<file path="config.mk">
export PLATFORM = sky130hd
export DESIGN_NAME = stage_sequencer
export DESIGN_NICKNAME = d
export VERILOG_FILES = /design/src/rtl/stage_sequencer_pkg.sv /design/src/rtl/stage_sequencer_rise_edge.sv /design/src/rtl/stage_sequencer.sv
export SDC_FILE = /design/constraint.sdc
export NUM_CORES = 1
export LEC_CHECK = 0
export CAP_MARGIN = 25
export CELL_PAD_IN_SITES_DETAIL_PLACEMENT = 0
export CELL_PAD_IN_SITES_GLOBAL_PLACEMENT = 2
export CORE_UTILIZATION = 36
export CTS_CLUSTER_SIZE = 12
export DETAILED_ROUTE_END_ITERATION = 8
export GPL_TIMING_DRIVEN = 1
export PLACE_DENSITY = 0.86
export SKIP_CTS_REPAIR_TIMING = 1
export SLEW_MARGIN = 25
export SYNTH_ARGS = -nofsm -noshare
export SYNTH_HDL_FRONTEND = slang
export SYNTH_HIERARCHICAL = 1
export SYNTH_SLANG_ARGS = --single-unit
</file>
<file path="constraint.sdc">
create_clock -name clk -period 2.4 [get_ports clk]
set_input_delay 0.36 -clock clk [delete_from_list [all_inputs] [get_ports clk]]
set_output_delay 0.36 -clock clk [all_outputs]
set_load 0.05 [all_outputs]
</file>
<file path="src/rtl/stage_sequencer_pkg.sv">
// Shared types for the program/compile/run sequencer.
//   seq_state_t : sequencer FSM states
//   stage_t     : effective stage presented to the address muxes
//   seq_err_t   : sticky error codes reported on err
// Helper functions map a stage request or FSM state to its stage/idle state.
package stage_sequencer_pkg;

  typedef enum logic [2:0] {
    S_PROG      = 3'd0,
    S_CMPL_IDLE = 3'd1,
    S_CMPL_WAIT = 3'd2,
    S_RUN_IDLE  = 3'd3,
    S_RUN_WAIT  = 3'd4
  } seq_state_t;

  typedef enum logic [1:0] {
    PROGRAM = 2'd0,
    COMPILE = 2'd1,
    RUN     = 2'd2
  } stage_t;

  typedef enum logic [1:0] {
    NONE        = 2'd0,
    CMPL_TO     = 2'd1,
    RUN_INVALID = 2'd2,
    RUN_TO      = 2'd3
  } seq_err_t;

  // Idle state selected by the stage switches; the reserved code maps to PROG.
  function automatic seq_state_t idle_for(input logic [1:0] req);
    case (req)
      2'd1:    return S_CMPL_IDLE;
      2'd2:    return S_RUN_IDLE;
      default: return S_PROG;
    endcase
  endfunction

  // Stage driven while the FSM sits in a given state.
  function automatic stage_t stage_of(input seq_state_t st);
    case (st)
      S_CMPL_IDLE, S_CMPL_WAIT: return COMPILE;
      S_RUN_IDLE,  S_RUN_WAIT:  return RUN;
      default:                  return PROGRAM;
    endcase
  endfunction

endpackage

</file>
<file path="src/rtl/stage_sequencer_rise_edge.sv">
// Rising-edge detector for an already synchronised level.
//   clk   : system clock
//   rst   : asynchronous active-low reset (previous level cleared to 0)
//   level : input level
//   rise  : high for the cycle where level is 1 and was 0 on the previous cycle
module rise_edge (
  input  logic clk,
  input  logic rst,
  input  logic level,
  output logic rise
);

  logic prev_reg;

  always_ff @(posedge clk or negedge rst) begin
    if (!rst) prev_reg <= 1'b0;
    else      prev_reg <= level;
  end

  assign rise = level & ~prev_reg;

endmodule

</file>
<file path="src/rtl/stage_sequencer.sv">
// Sequencer for the program/compile/run flow.
//   clk, rst     : system clock, asynchronous active-low reset
//   stage_req    : switch request (0 program, 1 compile, 2 run, 3 -> program)
//   compile_btn  : compile button level; rising edge starts a compile in CMPL_IDLE
//   run_btn      : run button level; rising edge starts a run in RUN_IDLE
//   rf_we_bar    : register-file write (active low); invalidates the image in PROG
//   cmpl_done    : compiler done level
//   exe_done     : execution finished pulse
//   stage        : registered effective stage for the address muxes
//   compile_go   : one-cycle compile strobe
//   run_go       : one-cycle run strobe
//   busy         : compile or run in flight
//   img_valid    : compiled image matches register-file contents
//   err          : sticky error code (seq_err_t)
module stage_sequencer
  import stage_sequencer_pkg::*;
#(
  parameter int TO_W = 24
) (
  input  logic       clk,
  input  logic       rst,
  input  logic [1:0] stage_req,
  input  logic       compile_btn,
  input  logic       run_btn,
  input  logic       rf_we_bar,
  input  logic       cmpl_done,
  input  logic       exe_done,
  output logic [1:0] stage,
  output logic       compile_go,
  output logic       run_go,
  output logic       busy,
  output logic       img_valid,
  output logic [1:0] err
);

  // The wait lasts 2^TO_W-1 cycles: timeout fires on the cycle the counter
  // would step onto all-ones.
  localparam logic [TO_W-1:0] WD_LAST = ~TO_W'(1);

  seq_state_t      state_reg, state_next;
  stage_t          stage_reg, stage_next;
  seq_err_t        err_reg, err_next;
  logic [TO_W-1:0] wd_reg, wd_next;
  logic            compile_go_reg, compile_go_next;
  logic            run_go_reg, run_go_next;
  logic            busy_reg, busy_next;
  logic            img_valid_reg, img_valid_next;
  logic            cmpl_rise, run_rise;
  logic            wd_sat;

  rise_edge u_cmpl_edge (
    .clk   (clk),
    .rst   (rst),
    .level (compile_btn),
    .rise  (cmpl_rise)
  );

  rise_edge u_run_edge (
    .clk   (clk),
    .rst   (rst),
    .level (run_btn),
    .rise  (run_rise)
  );

  assign wd_sat = (wd_reg == WD_LAST);

  always_ff @(posedge clk or negedge rst) begin
    if (!rst) begin
      state_reg      <= S_PROG;
      stage_reg      <= PROGRAM;
      err_reg        <= NONE;
      wd_reg         <= '0;
      compile_go_reg <= 1'b0;
      run_go_reg     <= 1'b0;
      busy_reg       <= 1'b0;
      img_valid_reg  <= 1'b0;
    end else begin
      state_reg      <= state_next;
      stage_reg      <= stage_next;
      err_reg        <= err_next;
      wd_reg         <= wd_next;
      compile_go_reg <= compile_go_next;
      run_go_reg     <= run_go_next;
      busy_reg       <= busy_next;
      img_valid_reg  <= img_valid_next;
    end
  end

  always_comb begin
    state_next      = state_reg;
    err_next        = err_reg;
    wd_next         = '0;            // cleared on every state change / idle
    compile_go_next = 1'b0;
    run_go_next     = 1'b0;
    img_valid_next  = img_valid_reg;

    case (state_reg)
      S_PROG: begin
        state_next = idle_for(stage_req);
        if (!rf_we_bar) img_valid_next = 1'b0;
      end

      S_CMPL_IDLE: begin
        state_next = idle_for(stage_req);
        if (cmpl_rise) begin
          compile_go_next = 1'b1;
          img_valid_next  = 1'b0;
          err_next        = NONE;
          state_next      = S_CMPL_WAIT;
        end
      end

      S_RUN_IDLE: begin
        state_next = idle_for(stage_req);
        if (run_rise) begin
          if (img_valid_reg) begin
            run_go_next = 1'b1;
            err_next    = NONE;
            state_next  = S_RUN_WAIT;
          end else begin
            err_next    = RUN_INVALID;
            state_next  = S_RUN_IDLE;
          end
        end
      end

      // Done is checked before the watchdog so a coincident done wins.
      S_CMPL_WAIT: begin
        if (cmpl_done) begin
          img_valid_next = 1'b1;
          state_next     = idle_for(stage_req);
        end else if (wd_sat) begin
          err_next   = CMPL_TO;
          state_next = idle_for(stage_req);
        end else begin
          wd_next = wd_reg + 1'b1;
        end
      end

      S_RUN_WAIT: begin
        if (exe_done) begin
          state_next = idle_for(stage_req);
        end else if (wd_sat) begin
          err_next   = RUN_TO;
          state_next = idle_for(stage_req);
        end else begin
          wd_next = wd_reg + 1'b1;
        end
      end

      default: state_next = S_PROG;
    endcase

    // Stage and busy are registered copies of what the next state implies,
    // so they move together with the state register.
    stage_next = stage_of(state_next);
    busy_next  = (state_next == S_CMPL_WAIT) || (state_next == S_RUN_WAIT);
  end

  assign stage      = stage_reg;
  assign compile_go = compile_go_reg;
  assign run_go     = run_go_reg;
  assign busy       = busy_reg;
  assign img_valid  = img_valid_reg;
  assign err        = err_reg;

endmodule

</file>
==> qor.csv, run 1 <==
stage,metric,value,unit
status,status,finished clean,
layout,final_cell_mix,"dfrtp_1, nor2_1, xnor2_1, nand2_1, clkdlybuf4s50_1",
pwr,switching_share,35.6,%
drt,route.final.wire_length,4050,µm
pwr,clock_power_share,26.1,%
drt,vias,1498,
drt,drt-met1-wl,1970,µm
synthesis,synthesis.nets,217,
placed_design,gp_congestion,0.745,
floorplan,initial_core_util,38.0,%
drt,route.met2.wl,1870,µm
floorplan,rows,26,
layout,drive_gt1_share,8.93,%
floorplan,die_h,76.1,µm
drt,drc,0,
floorplan,ios,17,
global_routing,grt_use_total,16.3,%
placed_design,dp_hpwl,2740,µm
placed_design,io_buffers,16,
synthesis,async_flop_share,100,%
global_routing,grt_pass1_wl,7420,µm
timing,skew,0.00224,ns
floorplan,die_x,76.1,µm
drt,detail-route-antenna-nets,0,
layout,final_cells,294,
timing,layout_worst_path_cycle_share,80.8,%
drt,via_per_inst,5.10,
timing,hold_viol,0,
timing,fin_hold_ws,0.162,ns
placed_design,placed_area,2210,µm²
worst_setup_path,cp.arrival,1.58,ns
drt,dr.pass1.iters,4,
pwr,p_int,1.09,mW
worst_setup_path,crit_family,buffers and inverters,
synthesis,synth-edff-count,0,
pwr,seqPwrFrac,45.5,%
layout,largest_register_ffs,24,
placed_design,placedCellCount,287,
drt,top_layer_used,met4,
pwr,peakVddDrop,555,µV
pwr,switchingPower,0.605,mW
clocking,clk_latency,0.29,ns
pwr,power,1.70,mW
worst_setup_path,path_buf_inv,1,
layout,nets,236,
synthesis,dominantRegCellSynth,dfrtp_1,
hold_path,hp-class,primary input to async pin,
layout,postLayoutCoreUtil,44.0,%
synthesis,yosysSeqAreaShare,46.8,%
clocking,cts_tree,done,
timing,period_minus_slack,1.94,ns
placed_design,place_ws,0.335,ns
drt,initialDrtViolationCount,75,
worst_setup_path,cpPeakStageDelay,0.84,ns
worst_setup_path,crit_type,flop to primary output,
synthesis,syn_area_per_cell,9.65,µm²
synthesis,syn_area,1980,µm²
floorplan,core,5200,µm²
timing,fmax,516,MHz
timing,slew-limit-headroom,45.0,%
global_routing,overflow,0,
worst_setup_path,cp_slowest_cell,clkdlybuf4s50_1,
worst_setup_path,cp_data_required_time,2.04,ns
worst_setup_path,crit_chain,clkdlybuf4s50_1,
worst_setup_path,r2r_slack,0.51,ns
floorplan,die_area,5800,µm²
worst_setup_path,crit_path_end_kind,primary output,
timing,rsz0062_at_grt,false,
layout,layout.cells.most_common,dfrtp_1,
layout,area_delta_synth_final,15.9,%
clocking,cts_buffer_depth,2,
global_routing,antenna_found_initial,0,
clocking,numCtsBuffers,5,
synthesis,synthCells,205,
pwr,powerDensity,741,nW/µm²
timing,setup_viol,0,
clocking,clock_sinks,37,
pwr,p_leak,0.919,nW
worst_setup_path,cp_max_fo,7,
layout,antennaDiodeCount,0,
global_routing,grt_max_degree,38,
clocking,cts.reportedPaths.clkPinSlew,0.07,ns
timing,worst_pin_slew,0.825,ns
drt,wl_met3,131,µm
timing,layout_setup_ws,0.461,ns
layout,stdcell_area,2290,µm²
synthesis,synth-seq-cells,37,
timing,tns,0,ns
clocking,cts.htree.levels,2,
job,maxCapViolCount,0,
timing,drv_slew,0,
worst_setup_path,cp-start-kind,flop,
clocking,cts_root_buffer,clkbuf_8,
synthesis,yosys_warnings,6,
global_routing,grt_pass1_vias,1527,
drt,drt-wirelength-per-cell,13.8,µm
pwr,comb_power_share,28.4,%
synthesis,yosys.cell_types.count,41,
[area by class of cell]
type	instances	area, µm²
multi-input cells	153	992
clock buffers	7	86.3
fillers	520	2910
inverters	10	37.5
well taps	70	87.6
repair buffers	17	163
flip-flops and latches	37	926
[kinds of logic (layout without fill, tap and decap cells)]
kind of cell | Yosys count | in the layout | share of synthesized area [%]
simple gates | 101 | 101 | 28.7
flops | 37 | 37 | 46.8
compound gates | 25 | 25 | 8.98
xor+xnor | 24 | 24 | 10.6
buf+inv | 15 | 34 | 3.04
fa+ha+maj | 3 | 3 | 1.90
[Yosys cell counts (3+ instances only)]
library cell,number,area (µm²)
nand2b_1,3,18.8
nor4_1,4,25.0
xnor2_1,19,166
inv_1,10,37.5
nand3_1,8,40.0
nand2_1,15,56.3
nand4_1,5,31.3
nor3_1,11,55.1
a21oi_1,6,30.0
buf_2,3,15.0
o21ai_0,5,25.0
a31oi_1,3,18.8
ha_1,3,37.5
and4_1,4,35.0
xor2_1,5,43.8
dfrtp_1,37,926
nor2_1,31,116
and2_1,6,37.5
[power by group through the flow]
stage / Clock [mW] / Sequential [mW] / Combinational, mW
floorplan: 0 / 0.857 / 0.261
global placement: 0 / 0.788 / 0.490
detailed placement: 0 / 0.782 / 0.489
CTS: 0.464 / 0.771 / 0.490
global route: 0.487 / 0.787 / 0.531
finish: 0.444 / 0.773 / 0.482
[worst paths after layout]
path | startpoint | to | cells after the start
max in group asynchronous | rst | wd_reg[18] | 1
worst max-delay path | img_valid | img_valid | 1
worst max register to register | wd_reg[2] | stage[1] | 6
worst min-delay path | rst | u_run_edge/prev_reg | 1
min in group clk | wd_reg[0] | wd_reg[0] | 1
worst min register to register | wd_reg[0] | wd_reg[0] | 1
[routing by layer]
metal / vias to the layer above / global-route usage (%)
li1: 752 / -
met1: 713 / 21.7
met2: 26 / 25.3
met3: 7 / 3.83
met4: 0 / 6.92
met5: - / 0
Note: power is estimated with default switching activity, not from simulation.
==> run 2: changes to the inputs <==
Settings changed: CORE_UTILIZATION 36 to 33, PLACE_DENSITY 0.86 to 0.83.
Clock period 2.4 ns to 1.78 ns, I/O delays scaled along.
==> run 2 against run 1 <==
Clock power up 28%. Sequential power up 28%. Sequential share of layout area down 4.9 points. Global-route usage down 0.25 points. Design area up 14%. Clock skew up 0.0028 ns. Worst hold slack better by 0.28 ns.
==> qor.csv, run 2 (synthesis results as in run 1) <==
stage,metric,value,unit
status,status,finished clean,
global_routing,grt_pass1_vias,1638,
worst_setup_path,cp_data_required_time,1.96,ns
global_routing,gr-max-usage-layer,met2,
layout,final_cell_mix,"buf_4, dfrtp_1, nor2_1, xnor2_1, nand2_1",
drt,route.final.wire_length,4330,µm
floorplan,die_area,6310,µm²
global_routing,grt_max_degree,25,
global_routing,grt_use_met3,3.43,%
clocking,clock_sinks,37,
timing,slew-limit-headroom,67.0,%
drt,drc,0,
timing,setup_viol,0,
pwr,peakVddDrop,480,µV
placed_design,dp_hpwl,3190,µm
pwr,p_leak,1.14,nW
worst_setup_path,cp.arrival,1.91,ns
drt,initialDrtViolationCount,53,
drt,vias,1613,
timing,period_minus_slack,1.72,ns
floorplan,core,5640,µm²
timing,drv_slew,0,
layout,area_delta_synth_final,31.8,%
timing,worst_pin_slew,0.493,ns
worst_setup_path,cp-start-kind,flop,
floorplan,die_x,79.4,µm
placed_design,io_buffers,16,
clocking,clk_latency,0.29,ns
timing,skew,0.00502,ns
layout,antennaDiodeCount,0,
timing,layout_worst_path_cycle_share,96.7,%
layout,postLayoutCoreUtil,46.2,%
global_routing,grtUsageMet2,25.0,%
timing,tns,0,ns
global_routing,overflow,0,
clocking,cts_buffer_depth,2,
drt,dr.pass1.iters,4,
timing,rsz0062_at_grt,true,
floorplan,initial_core_util,35.1,%
layout,layout.cells.most_common,buf_4,
drt,drt-wirelength-per-cell,13.0,µm
hold_path,hp-class,primary input to async pin,
layout,multiInputGateArea,1010,µm²
floorplan,ios,17,
clocking,cts_tree,done,
drt,detail-route-antenna-nets,0,
clocking,numCtsBuffers,5,
worst_setup_path,crit_path_end_kind,flop,
layout,final_cells,334,
floorplan,rows,27,
floorplan,die_h,79.4,µm
timing,fmax,581,MHz
timing,hold_viol,0,
global_routing,grt_pass1_wl,7710,µm
global_routing,met1_usage,21.6,%
layout,drive_gt1_share,24.4,%
pwr,powerDensity,911,nW/µm²
global_routing,grt_use_total,16.0,%
layout,nFillCells,550,
layout,largest_register_ffs,24,
clocking,cts.htree.levels,2,
global_routing,antenna_found_initial,0,
layout,regArea,926,µm²
placed_design,gp_congestion,0.767,
clocking,cts.reportedPaths.clkPinSlew,0.07,ns
worst_setup_path,crit_type,flop to flop,
job,maxCapViolCount,0,
placed_design,placedCellCount,324,
worst_setup_path,cp_max_fo,5,
clocking,cts_root_buffer,clkbuf_8,
layout,nets,273,
drt,via_per_inst,4.83,
-- run 2: path summary, 6_finish.rpt --
kind | start | end | slack [ns] | cells past startpoint
max in group asynchronous | rst | wd_reg[12] | 0.88 | 3
hold reg to reg | wd_reg[0] | wd_reg[0] | 0.54 | 2
setup reg to reg | wd_reg[3] | stage[1] | 0.06 | 6
setup / recovery | wd_reg[3] | stage[1] | 0.06 | 6
min in group clk | run_btn | u_run_edge/prev_reg | 0.45 | 1
hold / removal | rst | u_run_edge/prev_reg | 0.44 | 2
-- run 2: metrics by stage --
step	hold slack (ns)	power [mW]	area, µm²	setup WS [ns]
3_5_place_dp	0.239	1.82	2490	-0.176
6_report	0.441	2.37	2610	0.0586
5_1_grt	0.444	2.53	2610	-0.0150
4_1_cts	-0.0836	2.40	2570	-0.0673
3_3_place_gp	0.233	1.82	2490	-0.147
2_1_floorplan	-0.0286	1.51	1980	0.0836
-- run 2: routing by layer --
layer  vias to the layer above  share of wire, %  wire, µm
li1                        826                 -         -
met1                       747                47      2030
met2                        33                48      2070
met3                         7               4.0       174
met4                         0               1.4        59
met5                         -                 0         0
-- run 2: final cells by class --
| cell class | instances | share of cell area, % |
|---|---|---|
| tap | 72 | 3.46 |
| multi-input combinational | 153 | 38.7 |
| sequential | 37 | 35.5 |
| clock inverter | 2 | 0.384 |
| clock buffer | 6 | 2.78 |
| inverter | 10 | 1.44 |
| timing repair buffer | 54 | 17.7 |
-- run 2: power by group --
part | internal, mW | switching, mW
logic | 0.336 | 0.479
clock network | 0.271 | 0.297
registers | 0.919 | 0.0725
-- run 2: critical path, cell delays in order (launching register included) --
cell and delay, ns:
dfrtp_1 0.38, and4_1 0.22, and2_2 0.22, a311oi_2 0.26, o221a_2 0.27, inv_1 0.06, a21bo_2 0.20
==> variant: new RTL, config.mk and constraints of run 1 <==
Register the input `exe_done` before use, with the module's reset. The logic sees it one clock later. The other inputs are not delayed to match.
--- a/src/rtl/stage_sequencer.sv
+++ b/src/rtl/stage_sequencer.sv
@@ -37,4 +37,14 @@
   // would step onto all-ones.
   localparam logic [TO_W-1:0] WD_LAST = ~TO_W'(1);
+
+  logic exe_done_q;
+
+  always_ff @(posedge clk or negedge rst) begin
+    if (!rst) begin
+      exe_done_q <= '0;
+    end else begin
+      exe_done_q <= exe_done;
+    end
+  end
 
   seq_state_t      state_reg, state_next;
@@ -139,5 +149,5 @@
 
       S_RUN_WAIT: begin
-        if (exe_done) begin
+        if (exe_done_q) begin
           state_next = idle_for(stage_req);
         end else if (wd_sat) begin
Check against the original RTL: not equivalent (Yosys sat finds a counterexample within 10 cycles, from zero or initial values and one cycle with rst low).
==> variant against run 1 <==
Critical path depth grew 4. Sequential cell count rose by 1. Design area grew 2.4%. Global-route usage shrank 0.56 points. Via count is 0.67% lower. Power is 4.5% higher. Synthesized cell count up 0.98%. Synthesized area increased by 0.95%. Count of clock-buffer cells in the layout is the same. Worst hold slack improved by 0.018 ns. Wire length fell by 2.9%. Setup slack got worse by 0.15 ns. Critical path type is now register to register. Largest cell class unchanged. Largest power group unchanged.
==> variant: results <==
group,metric,value,unit
critical_path,cp_top_family,"simple AND/OR/NAND/NOR gates",
critical_path,critPathLaunch,"wd_reg[16]",
global_route,grt_pass1_wl,7220,µm
finish,sh_seq_area,0.405,
power,power_frac_comb,0.316,
sta,max-slew-margin-rel,0.437,
detailed_routing,met3_length,112,µm
critical_path,critPathMaxFanout,6,
logic_synthesis,syn_inst,207,
critical_path,cpMaxStageDelayCell,"or4_4",
finish,area_growth_syn_to_layout,17.5,%
finish,seq_cells,38,
logic_synthesis,synth_area_leaders,"dfrtp_1, xnor2_1, nor2_1",
global_route,grt.met1_usage,0.227,
global_route,grt_use_met2,0.223,
detailed_routing,drt_wl_total,3930,µm
finish,seqCellArea,951,µm²
power,worst_ir_drop_vdd,0.382,mV
power,leakagePower,0.948,nW
finish,multi_input_area,986,µm²
critical_path,max_stage_delay,0.58,ns
finish,multi_input_cells,155,
finish,nets,243,
placement,finalWeightedCongestion,0.720,
placement,post-place-cells,294,
power,sw_frac_of_total,0.367,
placement,hpwl,2750,µm
global_route,use_met3,0.0431,
power,power.internal,1.12,mW
die,start_util,0.381,
critical_path,ff2ff_path_depth,5,
detailed_routing,drtIter0Drc,96,
logic_synthesis,synth_common_cells,"dfrtp_1, nor2_1, xnor2_1, nand2_1, nand3_1",
logic_synthesis,syn-num-nets,219,
outcome,status,"completed",
finish,postLayoutCoreUtil,0.448,
global_route,grt_max_degree,39,
global_route,track_usage,0.157,
detailed_routing,met1_length,2100,µm
logic_synthesis,ys_seq_area_frac,0.476,
detailed_routing,wl_met2,1660,µm
[variant: cell types whose count changed after synthesis, sizes merged, moves of 2 or more]
cell	delta
clkbuf	-2
and2	-2
nand2	+2
a22oi	-2
buf	+2
nand3	+2
[variant: worst paths after layout]
check	endpoint	slack [ns]
hold / removal	wd_reg[9]	0.18
max in group asynchronous	wd_reg[22]	1.69
setup / recovery	stage[1]	0.31
setup reg to reg	stage[1]	0.31
min in group clk	wd_reg[0]	0.48
hold reg to reg	wd_reg[0]	0.48
[variant: cell families after synthesis]
kind of cell	after synthesis	share of synthesized area
and+or+nand+nor	104	0.276
adders and majority gates	3	0.0188
xor gates and xnor gates	24	0.105
DFF	38	0.476
buffers and inverters	14	0.0301
AOI/OAI and AO/OA	24	0.0940
[variant: worst register-to-register path: stages (launching register included)]
cell and delay [ns]:
dfrtp_1 0.43, nand4_1 0.16, or2_1 0.29, or4_4 0.58, a31oi_1 0.29, a21bo_1 0.24
